File: config.mk
export PLATFORM = sky130hd
export DESIGN_NAME = hwpe_ctrl_offload_arbiter
export DESIGN_NICKNAME = d
export VERILOG_FILES = /design/src/rtl/hwpe_ctrl_offload_arbiter.sv
export SDC_FILE = /design/constraint.sdc
export NUM_CORES = 1
export LEC_CHECK = 0
export BUFFER_PORTS_ARGS = -buffer_cell sky130_fd_sc_hd__buf_2
export CORE_AREA = 3 3 207 209
export CTS_CLUSTER_SIZE = 16
export DETAILED_ROUTE_END_ITERATION = 8
export DIE_AREA = 0 0 210 212
export GPL_TIMING_DRIVEN = 0
export PLACE_DENSITY = 0.3
export SLEW_MARGIN = 10
export SYNTH_ARGS = -nofsm -noshare
export SYNTH_HDL_FRONTEND = slang
export SYNTH_SLANG_ARGS = --single-unit
File: constraint.sdc
create_clock -name clk_i -period 4.9 [get_ports clk_i]
set_input_delay 0.245 -clock clk_i [delete_from_list [all_inputs] [get_ports clk_i]]
set_output_delay 0.245 -clock clk_i [all_outputs]
set_load 0.05 [all_outputs]
File: src/rtl/hwpe_ctrl_offload_arbiter.sv
// Round-robin arbiter for the HWPE cfg slave port that serialises the acquire/program/commit
// offload protocol, so only the core holding the context lock reaches the slave until it commits.
module hwpe_ctrl_offload_arbiter #(
    parameter int unsigned N_CORES      = 4,
    parameter int unsigned ADDR_WIDTH   = 32,
    parameter int unsigned DATA_WIDTH   = 32,
    parameter logic [7:0]  ACQUIRE_OFFS = 8'h04,
    parameter logic [7:0]  TRIGGER_OFFS = 8'h00,
    parameter int unsigned TIMEOUT      = 0
) (
    input  logic                                    clk_i,
    input  logic                                    rst_i,
    input  logic [N_CORES-1:0]                      core_req_i,
    output logic [N_CORES-1:0]                      core_gnt_o,
    input  logic [N_CORES-1:0]                      core_wen_i,
    input  logic [N_CORES-1:0][ADDR_WIDTH-1:0]      core_add_i,
    input  logic [N_CORES-1:0][DATA_WIDTH-1:0]      core_data_i,
    input  logic [N_CORES-1:0][DATA_WIDTH/8-1:0]    core_be_i,
    output logic [N_CORES-1:0][DATA_WIDTH-1:0]      core_r_data_o,
    output logic [N_CORES-1:0]                      core_r_valid_o,
    output logic                                    hwpe_req_o,
    output logic                                    hwpe_wen_o,
    output logic [ADDR_WIDTH-1:0]                   hwpe_add_o,
    output logic [DATA_WIDTH-1:0]                   hwpe_data_o,
    output logic [DATA_WIDTH/8-1:0]                 hwpe_be_o,
    output logic [N_CORES-1:0]                      hwpe_id_o,
    input  logic                                    hwpe_gnt_i,
    input  logic [DATA_WIDTH-1:0]                   hwpe_r_data_i,
    input  logic                                    hwpe_r_valid_i,
    output logic                                    lock_valid_o,
    output logic [$clog2(N_CORES)-1:0]              lock_owner_o,
    output logic                                    timeout_evt_o
);

    localparam int unsigned LogCores = $clog2(N_CORES);
    localparam int unsigned CntW     = (TIMEOUT > 0) ? $clog2(TIMEOUT + 1) : 1;

    typedef logic [LogCores-1:0] idx_t;

    typedef enum logic [1:0] {
        StUnlocked,
        StAcqWait,
        StLocked
    } state_e;

    state_e          state_q, state_d;
    idx_t            rr_ptr_q, rr_ptr_d;
    idx_t            owner_q, owner_d;
    idx_t            cand_q, cand_d;
    idx_t            resp_owner_q, resp_owner_d;
    logic [CntW-1:0] wd_cnt_q, wd_cnt_d;
    logic            timeout_evt_q, timeout_evt_d;
    logic            rst_dly_q;

    idx_t rr_win;
    logic rr_found;
    idx_t fwd_idx;
    logic fwd_valid;
    logic handshake;
    logic is_acquire;
    logic is_commit;

    function automatic idx_t inc_idx(input idx_t i);
        if (i == idx_t'(N_CORES - 1)) begin
            return '0;
        end
        return i + 1'b1;
    endfunction

    // First requester at or above rr_ptr_q, wrapping around.
    always_comb begin
        int unsigned idx;
        rr_win   = rr_ptr_q;
        rr_found = 1'b0;
        idx      = 0;
        for (int k = 0; k < N_CORES; k++) begin
            idx = (int'(rr_ptr_q) + k) % N_CORES;
            if (!rr_found && core_req_i[idx]) begin
                rr_found = 1'b1;
                rr_win   = idx_t'(idx);
            end
        end
    end

    always_comb begin
        fwd_valid = 1'b0;
        fwd_idx   = rr_win;
        case (state_q)
            StUnlocked: begin
                fwd_valid = rr_found;
                fwd_idx   = rr_win;
            end
            StLocked: begin
                fwd_valid = core_req_i[owner_q];
                fwd_idx   = owner_q;
            end
            default: begin
                fwd_valid = 1'b0;
            end
        endcase
    end

    assign handshake  = fwd_valid & hwpe_gnt_i;
    assign is_acquire = core_wen_i[fwd_idx] & (core_add_i[fwd_idx][7:0] == ACQUIRE_OFFS);
    assign is_commit  = ~core_wen_i[fwd_idx] & (core_add_i[fwd_idx][7:0] == TRIGGER_OFFS);

    // Non-forwarded fields are held at zero so an idle port presents all-zero outputs.
    always_comb begin
        hwpe_req_o  = fwd_valid;
        hwpe_wen_o  = 1'b0;
        hwpe_add_o  = '0;
        hwpe_data_o = '0;
        hwpe_be_o   = '0;
        hwpe_id_o   = '0;
        core_gnt_o  = '0;
        if (fwd_valid) begin
            hwpe_wen_o           = core_wen_i[fwd_idx];
            hwpe_add_o           = core_add_i[fwd_idx];
            hwpe_data_o          = core_data_i[fwd_idx];
            hwpe_be_o            = core_be_i[fwd_idx];
            hwpe_id_o[fwd_idx]   = 1'b1;
            core_gnt_o[fwd_idx]  = hwpe_gnt_i;
        end
    end

    always_comb begin
        state_d       = state_q;
        rr_ptr_d      = rr_ptr_q;
        owner_d       = owner_q;
        cand_d        = cand_q;
        resp_owner_d  = resp_owner_q;
        wd_cnt_d      = wd_cnt_q;
        timeout_evt_d = 1'b0;
        if (handshake) begin
            resp_owner_d = fwd_idx;
        end
        unique case (state_q)
            StUnlocked: begin
                if (handshake) begin
                    rr_ptr_d = inc_idx(fwd_idx);
                    if (is_acquire) begin
                        state_d = StAcqWait;
                        cand_d  = fwd_idx;
                    end
                end
            end
            StAcqWait: begin
                // A missing response is treated like a refused acquire.
                state_d = StUnlocked;
                if (hwpe_r_valid_i && !hwpe_r_data_i[DATA_WIDTH-1]) begin
                    state_d  = StLocked;
                    owner_d  = cand_q;
                    wd_cnt_d = '0;
                end
            end
            StLocked: begin
                if (handshake) begin
                    wd_cnt_d = '0;
                    if (is_commit) begin
                        state_d  = StUnlocked;
                        rr_ptr_d = inc_idx(owner_q);
                    end
                end else if (TIMEOUT > 0) begin
                    wd_cnt_d = wd_cnt_q + 1'b1;
                    if (wd_cnt_d == CntW'(TIMEOUT)) begin
                        state_d       = StUnlocked;
                        rr_ptr_d      = inc_idx(owner_q);
                        timeout_evt_d = 1'b1;
                    end
                end
            end
            default: begin
                state_d = StUnlocked;
            end
        endcase
    end

    always_ff @(posedge clk_i) begin
        if (rst_i) begin
            state_q       <= StUnlocked;
            rr_ptr_q      <= '0;
            owner_q       <= '0;
            cand_q        <= '0;
            resp_owner_q  <= '0;
            wd_cnt_q      <= '0;
            timeout_evt_q <= 1'b0;
            rst_dly_q     <= 1'b1;
        end else begin
            state_q       <= state_d;
            rr_ptr_q      <= rr_ptr_d;
            owner_q       <= owner_d;
            cand_q        <= cand_d;
            resp_owner_q  <= resp_owner_d;
            wd_cnt_q      <= wd_cnt_d;
            timeout_evt_q <= timeout_evt_d;
            rst_dly_q     <= 1'b0;
        end
    end

    // Responses still in flight across a reset belong to a discarded transaction.
    always_comb begin
        for (int i = 0; i < N_CORES; i++) begin
            core_r_data_o[i]  = hwpe_r_data_i;
            core_r_valid_o[i] = hwpe_r_valid_i & ~rst_i & ~rst_dly_q &
                                (resp_owner_q == idx_t'(i));
        end
    end

    assign lock_valid_o  = (state_q == StLocked);
    assign lock_owner_o  = owner_q;
    assign timeout_evt_o = timeout_evt_q;

endmodule

# --- Word level (Yosys, flattened, before mapping) ---
# Index checks and enable logic that the tools add are counted.
op_classes:
  add_sub_neg: 5
  order_cmp: 7
  eq_ne: 12
  muxes: 57
  n_bitwise: 13
  reduce_logical: 17
ops:
  columns: ["cell", "n"]
  rows:
  - ["$bmux 32 s2", 2]
  - ["$mux 32", 4]
  - ["$mux 2", 16]
  - ["$mux 1", 20]
  - ["$lt 2x3->1 const B", 6]
  - ["$mux 4", 4]
  - ["$bmux 1 s2", 6]
  - ["$eq 2x2->1 const B", 5]
  - ["$and 1x1->1", 9]
  - ["$bmux 4 s2", 1]
  - ["$eq 8x3->1 const B", 1]
  - ["$logic_not 8->1", 1]
  - ["$reduce_and 4->1", 2]
  - ["$add 2x1->2 const B", 3]
  - ["$pmux 2 s3", 1]
  - ["$logic_and 1x1->1", 5]
  - ["$add 2x2->2 const B", 2]
  - ["$and 4x4->4", 1]
  - ["$eq 2x1->1 const B", 2]
  - ["$logic_not 1->1", 4]
  - ["$logic_not 2->1", 2]
  - ["$ne 2x1->1 const B", 2]
  - ["$ne 2x2->1 const B", 2]
  - ["$pmux 2 s2", 1]
  - ["other kinds (7)", 9]
word_totals:
  ff_bits: 11
  wordCells: 117

# --- Logic depth before layout (Yosys ltp) ---
# Gate-level depths: netlist (run 1).
logic_depth:
  ltp_word: 24
  mapped_depth: 13

# --- Worst setup path before layout (run 1) ---
# Ideal clock, no wire load.
synth_path:
  path_kind: "flip-flop to output port"
  start: "register owner_q[1] (netlist: lock_owner_o[1])"
  end: "output hwpe_data_o[0]"
  arrival_time_ps: 3342
  required_ps: 4655
  slack_ps: 1313
  stages_incl_launch_ff: 10
  path_buffers: 4
  path_cell_list: "dfxtp_1 nand3b_1 o31a_1 buf_6 inv_4 buf_4 buf_2 clkbuf_1 nand2_1 a311oi_1"
synth_between:
  elab_chain_len: 4
  elab_cells_between_ends: 7
  classes_between: "7 x mux"
synth_rtl:
  columns: ["item", "line_no", "text"]
  rows:
  - ["start, declared", "48", "idx_t owner_q, owner_d;"]
  - ["start signal, assigned", "191", "owner_q <= owner_d;"]
  - ["$mux 2", "88", "case (state_q)"]
  - ["net fwd_idx[1]", "57", "idx_t fwd_idx;"]
  - ["$bmux 32 s2", "119", "hwpe_data_o = core_data_i[fwd_idx];"]
  - ["$mux 32 (implied by the code)", "119", null]
  - ["$mux 32", "116", "if (fwd_valid) begin"]
  - ["end, declared", "24", "output logic [DATA_WIDTH-1:0] hwpe_data_o,"]
# The timed path passes the listed nets, and every way through them passes these cells. The select of a mux whose other input is x is not followed.

# --- Final worst setup path (run 1) ---
layout_path:
  start: "register state_q[0]"
  end: "output hwpe_add_o[27]"
layout_between:
  elab_chain_len: 5
  elab_cells_between_ends: 7
  classes_between: "1 x eq/ne; 5 x mux; 1 x reduce/logical"
layout_rtl:
  columns: ["item", "line_no", "text"]
  rows:
  - ["start, declared", "46", "state_e state_q, state_d;"]
  - ["start signal, assigned", "180", "state_q <= StUnlocked;"]
  - ["start signal, assigned", "189", "state_q <= state_d;"]
  - ["$eq 2x2->1", "88", null]
  - ["$mux 2", "88", null]
  - ["$bmux 32 s2", "118", "hwpe_add_o = core_add_i[fwd_idx];"]
  - ["$mux 32 (implied by the code)", "118", null]
  - ["$mux 32 (*)", "116", null]
  - ["end, declared", "23", "output logic [ADDR_WIDTH-1:0] hwpe_add_o,"]
# Mark *: on every way between the ends. The rest lies on a longest branch, timed or not. The select of a mux whose other input is x is not followed.

==> metrics.md, run 1 <==
| Metric | Value |
|---|---|
| Status | `finished, final reports clean` |
| Wire per inst | `19.07 um` |
| Worst ir drop on vdd | `0.0001194 V` |
| First-pass GRT wire length | `46190 um` |
| Placed inst area | `7408 um^2` |
| FF-to-FF path depth | `13` |
| Clock Skew | `0.0008128 ns` |
| Cell Rows | `74` |
| Nets | `1539` |
| Synth unique cells | `54` |
| Sw Ratio | `65.73%` |
| Reg power frac | `4.9%` |
| P_int | `0.6906 mW` |
| Dpl ws | `0.8464 ns` |
| Clk buf depth | `2` |
| Multi-input logic area | `2814 um^2` |
| Largest net degree at the start of global routing | `12` |
| Max-Cap Viols | `0` |
| Ratio of final minimum period to clock period | `84.89%` |
| Ratio of cells with drive above 1 in the final layout | `53.49%` |
| R2R Path End | `rr_ptr_q[1]$_SDFFE_PP0P_` |
| Post-CTS repair timing setup buffer count | `0` |
| Final instance area | `7497 um^2` |
| Max Clk Rate | `240.4 MHz` |
| Antenna-violating nets left | `0` |
| Drt pass-1 iters | `5` |
| Area of the mapped netlist | `4260 um^2` |
| Vias in the first global route | `6962` |
| Clock slew at reported path FFs | `0.04 ns` |
| Top cell type's share of synthesized area | `23.79%` |
| Core ar. | `41020 um^2` |
| Placer Congestion | `0.7961` |
| CTS Hold Bufs | `0` |
| DR vias | `6827` |
| FF/Latch Area | `220.2 um^2` |
| Max_slew headroom | `29.93%` |
| Die height | `212 um` |
| Power per cell area | `268.8 nW/um^2` |
| Util after Layout | `18.28%` |
| Switching power | `1.324 mW` |
| Area growth syn-to-layout | `75.98%` |
| Hold endpoint | `rst_dly_q$_DFF_P_` |
| Die area | `44520 um^2` |
| Post-Syn Instances | `717` |
| Synth area leader | `nand2_1` |
| Initial detailed-routing violation count | `250` |
| RSZ-0062 raised after global routing | `false` |
| Slew @ Worst Pin | `1.036 ns` |
| Non-filler cells, final | `1753` |
| CP max FO | `10` |
| Async S/R FF share, synth | `0%` |
| Avg Inst Size Synth | `5.942 um^2` |
| Crit path time final | `4.160 ns` |
| Synth Warn # | `0` |
| Clk_lat worst skew | `0.24 ns` |
| Hold Crit Depth | `1` |
| Reg2reg start | `state_q[0]$_SDFFE_PP0P_` |
| # setup viols final | `0` |
| Num Clock Sinks | `11` |
| Final worst slack | `0.7403 ns` |
| Gr usage total | `13.70%` |
| Total wire length | `33420 um` |
| FF-to-FF setup slack | `1.50 ns` |
| Initial Util | `10.39%` |
| Ranking of synthesized cells by area | `nand2_1 (24%), buf_4 (23%), a311oi_1 (13%)` |
| Primary FF master, synth | `dfxtp_1` |
| Htree depth | `1` |
| Combinational fraction of design power | `87.6%` |
| Required time worst endpoint | `4.66 ns` |
| Crit start category | `flop` |
| Ports | `530` |
| Final HPWL DP | `28500 um` |
| Port buffer count | `496` |
| EDFF count, synth | `0` |
| CTS resizes | `0` |
| Fin. max-slew vios | `0` |
| Fillcell total | `4891` |
| Hold Path Class | `in2reg` |
| Worst path arrival time | `3.91 ns` |
| Syn_nets | `1038` |
| DRC violations left | `0` |
| CTS tree | `built` |
| Crit Path Category | `reg2out` |
| Clock tree root buffer cell | `clkbuf_16` |
| Hold Vio Cnt, Final | `0` |
| Critical path endpoint category | `primary output` |
| Register area share after synthesis | `5.169%` |
| Die X | `210 um` |
| # placed instances | `1745` |
| Aggregate global routing overflow | `0` |
| Total CTS buffers | `3` |
| Initial antenna violation count | `5` |
| Clock group share of total power | `7.4%` |
| Hold Path Origin | `rst_i` |
| Via density | `3.894` |
| Seq cells post-synth | `11` |
| Pleak | `4.078 nW` |
| Final TNS setup | `0 ns` |
## placed cells by master, fill, tap and decap left out, types with 3 or more instances in the layout
cell type / Yosys / routed
nor2_1: 10 / 10
buf_1: 6 / 6
clkbuf_16: 0 / 3
and3_1: 69 / 69
o21ai_0: 4 / 4
and2_1: 11 / 11
diode_2: 0 / 4
a21oi_1: 9 / 9
dfxtp_1: 11 / 11
ha_1: 5 / 5
nand2b_1: 7 / 7
nor3_1: 14 / 14
a311oi_1: 65 / 65
nand3_1: 3 / 3
a31oi_1: 4 / 4
buf_2: 9 / 505
nand2_1: 270 / 270
a211oi_1: 4 / 4
a221oi_1: 3 / 3
buf_4: 131 / 131
mux2i_1: 3 / 3
clkbuf_1: 38 / 39
## layer usage
metal  global-route usage, %  vias to the layer above  routed length [um]
li1                        -                     3368                   -
met1                   16.51                     3144               13500
met2                   25.60                      293               17390
met3                   3.128                       16                2265
met4                   1.558                        6                 222
met5                       0                        -                  41
## sequential cells by signal, indices dropped and copies added, names as in the netlist
name	count
rr_ptr_q	2
resp_owner_q	2
rst_dly_q	1
state_q	2
lock_owner_o	2
cand_q	2
## worst max-delay path by stage
stage,startpoint,to,depth (start not counted)
2_1_floorplan,lock_owner_o[1]$_SDFFE_PP0P_,hwpe_data_o[0],9
3_3_place_gp,rr_ptr_q[1]$_SDFFE_PP0P_,hwpe_add_o[0],9
3_5_place_dp,rr_ptr_q[1]$_SDFFE_PP0P_,hwpe_add_o[0],9
4_1_cts,rr_ptr_q[1]$_SDFFE_PP0P_,hwpe_add_o[0],9
5_1_grt,rr_ptr_q[1]$_SDFFE_PP0P_,hwpe_data_o[1],10
6_report,state_q[0]$_SDFFE_PP0P_,hwpe_add_o[27],10
## stage by stage
step                      total power [mW]  hold slack [ns]
after global placement               1.898           0.3770
after detailed placement             1.893           0.3784
after global routing                 2.142           0.1385
final                                2.015           0.1368
after CTS                            2.050           0.1340
after floorplan                      1.334           0.2727
## synth_stat cells, drive strengths merged, types with 3 or more instances
master  instances
a211oi          4
a21oi           9
a221oi          4
a311oi         65
a31oi           4
and2           11
and3           69
buf           147
clkbuf         38
dfxtp          11
ha              5
inv             5
mux2i           3
nand2         270
nand2b          7
nand3           3
nor2           10
nor3           14
o21ai           5
## layout make-up
type                            count  share of cell area [%]
Timing Repair Buffer              496                   33.11
Sequential cell                    11                   2.937
Clock buffer                        4                   1.051
Tap cell                          532                   8.878
Antenna cell                        4                  0.1335
Inverter                            5                  0.2837
Buffer                            185                   16.07
Multi-Input combinational cell    516                   37.53
## power groups by stage
stage / sequential, mW / combinational (mW) / clock (mW)
after global routing: 0.100 / 1.88 / 0.159
after CTS: 0.0994 / 1.80 / 0.154
after global placement: 0.101 / 1.80 / 0
final: 0.0994 / 1.77 / 0.150
after detailed placement: 0.101 / 1.79 / 0
after floorplan: 0.0992 / 1.24 / 0
## critical path: stages, from the launching register on
cell	delay [ns]
dfxtp_1	0.38
nand2b_1	0.12
buf_2	0.19
inv_2	0.11
o41a_2	0.62
inv_2	0.13
buf_4	0.20
clkbuf_1	0.68
clkbuf_1	0.63
a311oi_1	0.29
buf_2	0.30
## cell families (layout without fill, tap and decap cells)
family                     count (synthesis)  in the layout  synth area share, %
muxes                                      5              5                1.498
other                                      1              5              0.08802
AOI/OAI and AO/OA                        109            109                21.12
adders and majority gates                  5              5                1.468
and+or+nand+nor                          396            396                41.88
buffers and inverters                    190            690                28.78
DFF                                       11             11                5.169
No activity file was read; power rests on OpenSTA's default activity.
==> run 2: changes to the inputs <==
--- a/config.mk
+++ b/config.mk
@@ -6,12 +6,12 @@
 export NUM_CORES = 1
 export LEC_CHECK = 0
 export BUFFER_PORTS_ARGS = -buffer_cell sky130_fd_sc_hd__buf_2
-export CORE_AREA = 3 3 207 209
+export CORE_AREA = 3 3 204 206
 export CTS_CLUSTER_SIZE = 16
 export DETAILED_ROUTE_END_ITERATION = 8
-export DIE_AREA = 0 0 210 212
+export DIE_AREA = 0 0 207 209
 export GPL_TIMING_DRIVEN = 0
-export PLACE_DENSITY = 0.3
+export PLACE_DENSITY = 0.31
 export SLEW_MARGIN = 10
 export SYNTH_ARGS = -nofsm -noshare
 export SYNTH_HDL_FRONTEND = slang
==> constraint.sdc (replaced) <==
create_clock -name clk_i -period 3.71 [get_ports clk_i]
set_input_delay 0.1855 -clock clk_i [delete_from_list [all_inputs] [get_ports clk_i]]
set_output_delay 0.1855 -clock clk_i [all_outputs]
set_load 0.05 [all_outputs]
==> run 2 against run 1 <==
  * Utilization up 0.71 points
  * Register-to-register slack worse by 0.97 ns
  * Combinational power is 33% higher
  * Via count shrank 0.44%
  * Clock power grew 35%
  * Cell count down 0.46%
  * Clock skew is 0.0048 ns higher
  * Critical path type unchanged
  * Critical endpoint is now core_gnt_o[3]
  * Highest routed layer unchanged
==> metrics.md, run 2 (synthesized netlist as in run 1, its figures left out) <==
| Metric | Value |
|---|---|
| Cell Rows | `73` |
| DRC violations left | `0` |
| Pleak | `4.159 nW` |
| Clk_lat worst skew | `0.24 ns` |
| Initial detailed-routing violation count | `383` |
| Num Clock Sinks | `11` |
| Gr usage total | `13.90%` |
| Fillcell total | `4787` |
| Final instance area | `7561 um^2` |
| CP max FO | `11` |
| Largest net degree at the start of global routing | `12` |
| CTS tree | `built` |
| Vias in the first global route | `7188` |
| Port buffer count | `496` |
| Clock group share of total power | `7.5%` |
| Max-Cap Viols | `0` |
| Fin. max-slew vios | `0` |
| Crit path time final | `3.532 ns` |
| Hold Vio Cnt, Final | `0` |
| Placer Congestion | `0.8124` |
| DR vias | `6797` |
| Clock slew at reported path FFs | `0.05 ns` |
| Combinational fraction of design power | `87.6%` |
| Sw Ratio | `65.21%` |
| Initial Util | `10.70%` |
| Required time worst endpoint | `3.52 ns` |
| Power per cell area | `356.1 nW/um^2` |
| Clock Skew | `0.005652 ns` |
| Crit Path Category | `reg2out` |
| Via density | `3.895` |
| P_int | `0.9366 mW` |
| Wire per inst | `18.71 um` |
| # setup viols final | `0` |
| Worst path arrival time | `3.35 ns` |
| Initial antenna violation count | `7` |
| Critical path endpoint category | `primary output` |
| Ports | `530` |
| Area growth syn-to-layout | `77.47%` |
| Ratio of cells with drive above 1 in the final layout | `55.63%` |
| Reg power frac | `4.9%` |
| Multi-input logic area | `2826 um^2` |
| Ratio of final minimum period to clock period | `95.19%` |
| Antenna-violating nets left | `0` |
| CTS Hold Bufs | `0` |
| Placed inst area | `7400 um^2` |
| Final worst slack | `0.1783 ns` |
| Most frequent cells in the layout | `buf_2 (493), nand2_1 (270), buf_4 (136), and3_1 (69), a311oi_1 (63)` |
| Core ar. | `39820 um^2` |
| First-pass GRT wire length | `46820 um` |
| Switching power | `1.756 mW` |
| Hold Path Class | `in2reg` |
| Nets | `1539` |
| Worst ir drop on vdd | `0.0001946 V` |
| Final HPWL DP | `27720 um` |
| Total CTS buffers | `3` |
| Clk buf depth | `2` |
| Clock tree root buffer cell | `clkbuf_16` |
| Total wire length | `32650 um` |
| Die X | `207 um` |
| Die area | `43260 um^2` |
| Crit start category | `flop` |
| RSZ-0062 raised after global routing | `false` |
| Post-CTS repair timing setup buffer count | `0` |
| Most common cell after layout, fill and taps aside | `buf_2` |
| Dpl ws | `-0.3030 ns` |
| Max_slew headroom | `15.14%` |
| Aggregate global routing overflow | `0` |
| FF/Latch Area | `220.2 um^2` |
| Slew @ Worst Pin | `1.255 ns` |
| Die height | `209 um` |
| Htree depth | `1` |
| Util after Layout | `18.99%` |
| Status | `finished, final reports clean` |
| Tot Pwr | `2.692 mW` |
| Drt pass-1 iters | `5` |
| Max Clk Rate | `283.2 MHz` |
## run 2: power by group through the flow
stage	logic, mW	registers (mW)	clock network, mW
global route	2.51	0.132	0.217
global placement	2.37	0.133	0
CTS	2.37	0.131	0.205
finish	2.36	0.131	0.202
floorplan	1.63	0.131	0
detailed placement	2.36	0.133	0
## run 2: layout make-up
type	instances	share of cell area, %
timing repair buffer	496	33.06
inverter	5	0.2813
tap	525	8.688
sequential	11	2.912
antenna	3	0.09929
multi-input combinational	516	37.38
buffer	185	16.53
clock buffer	4	1.043
## run 2: per-stage QoR
step | std cells | hold slack, ns | setup TNS, ns
floorplan | 717 | 0.2132 | 0
global placement | 1738 | 0.3194 | -2.633
detailed placement | 1738 | 0.3192 | -2.904
CTS | 1742 | 0.07237 | -0.09187
global route | 1745 | 0.07103 | 0
finish | 1745 | 0.07022 | 0
## run 2: critical path: stages, from the launching register on
cell	delay, ns
dfxtp_1	0.37
nand2b_1	0.12
buf_2	0.21
inv_2	0.12
o41a_2	0.61
inv_2	0.14
buf_4	0.21
clkbuf_1	0.56
ha_1	0.33
and3_1	0.16
buf_2	0.26
## run 2: metal layers
layer | track usage (%) | vias up | routed length (um)
met2 | 25.47 | 344 | 16560
met1 | 17.18 | 3061 | 13420
li1 | - | 3368 | -
met4 | 1.358 | 6 | 236
met5 | 0 | - | 36
met3 | 3.123 | 18 | 2399
## run 2: worst paths after layout
check | start | end | slack (ns) | depth (start not counted)
worst min-delay path | rst_i | rst_dly_q$_DFF_P_ | 0.07 | 1
worst max register to register | state_q[0]$_SDFFE_PP0P_ | rr_ptr_q[1]$_SDFFE_PP0P_ | 0.53 | 11
worst min register to register | cand_q[1]$_SDFFE_PP0P_ | lock_owner_o[1]$_SDFFE_PP0P_ | 0.48 | 2
worst max-delay path | state_q[0]$_SDFFE_PP0P_ | core_gnt_o[3] | 0.18 | 10
## run 2: repair_timing
action	CTS	global route
hold endpoints to repair	0	0
resized for setup	10	46
endpoints found under the setup margin	70	53
pin swaps	0	0
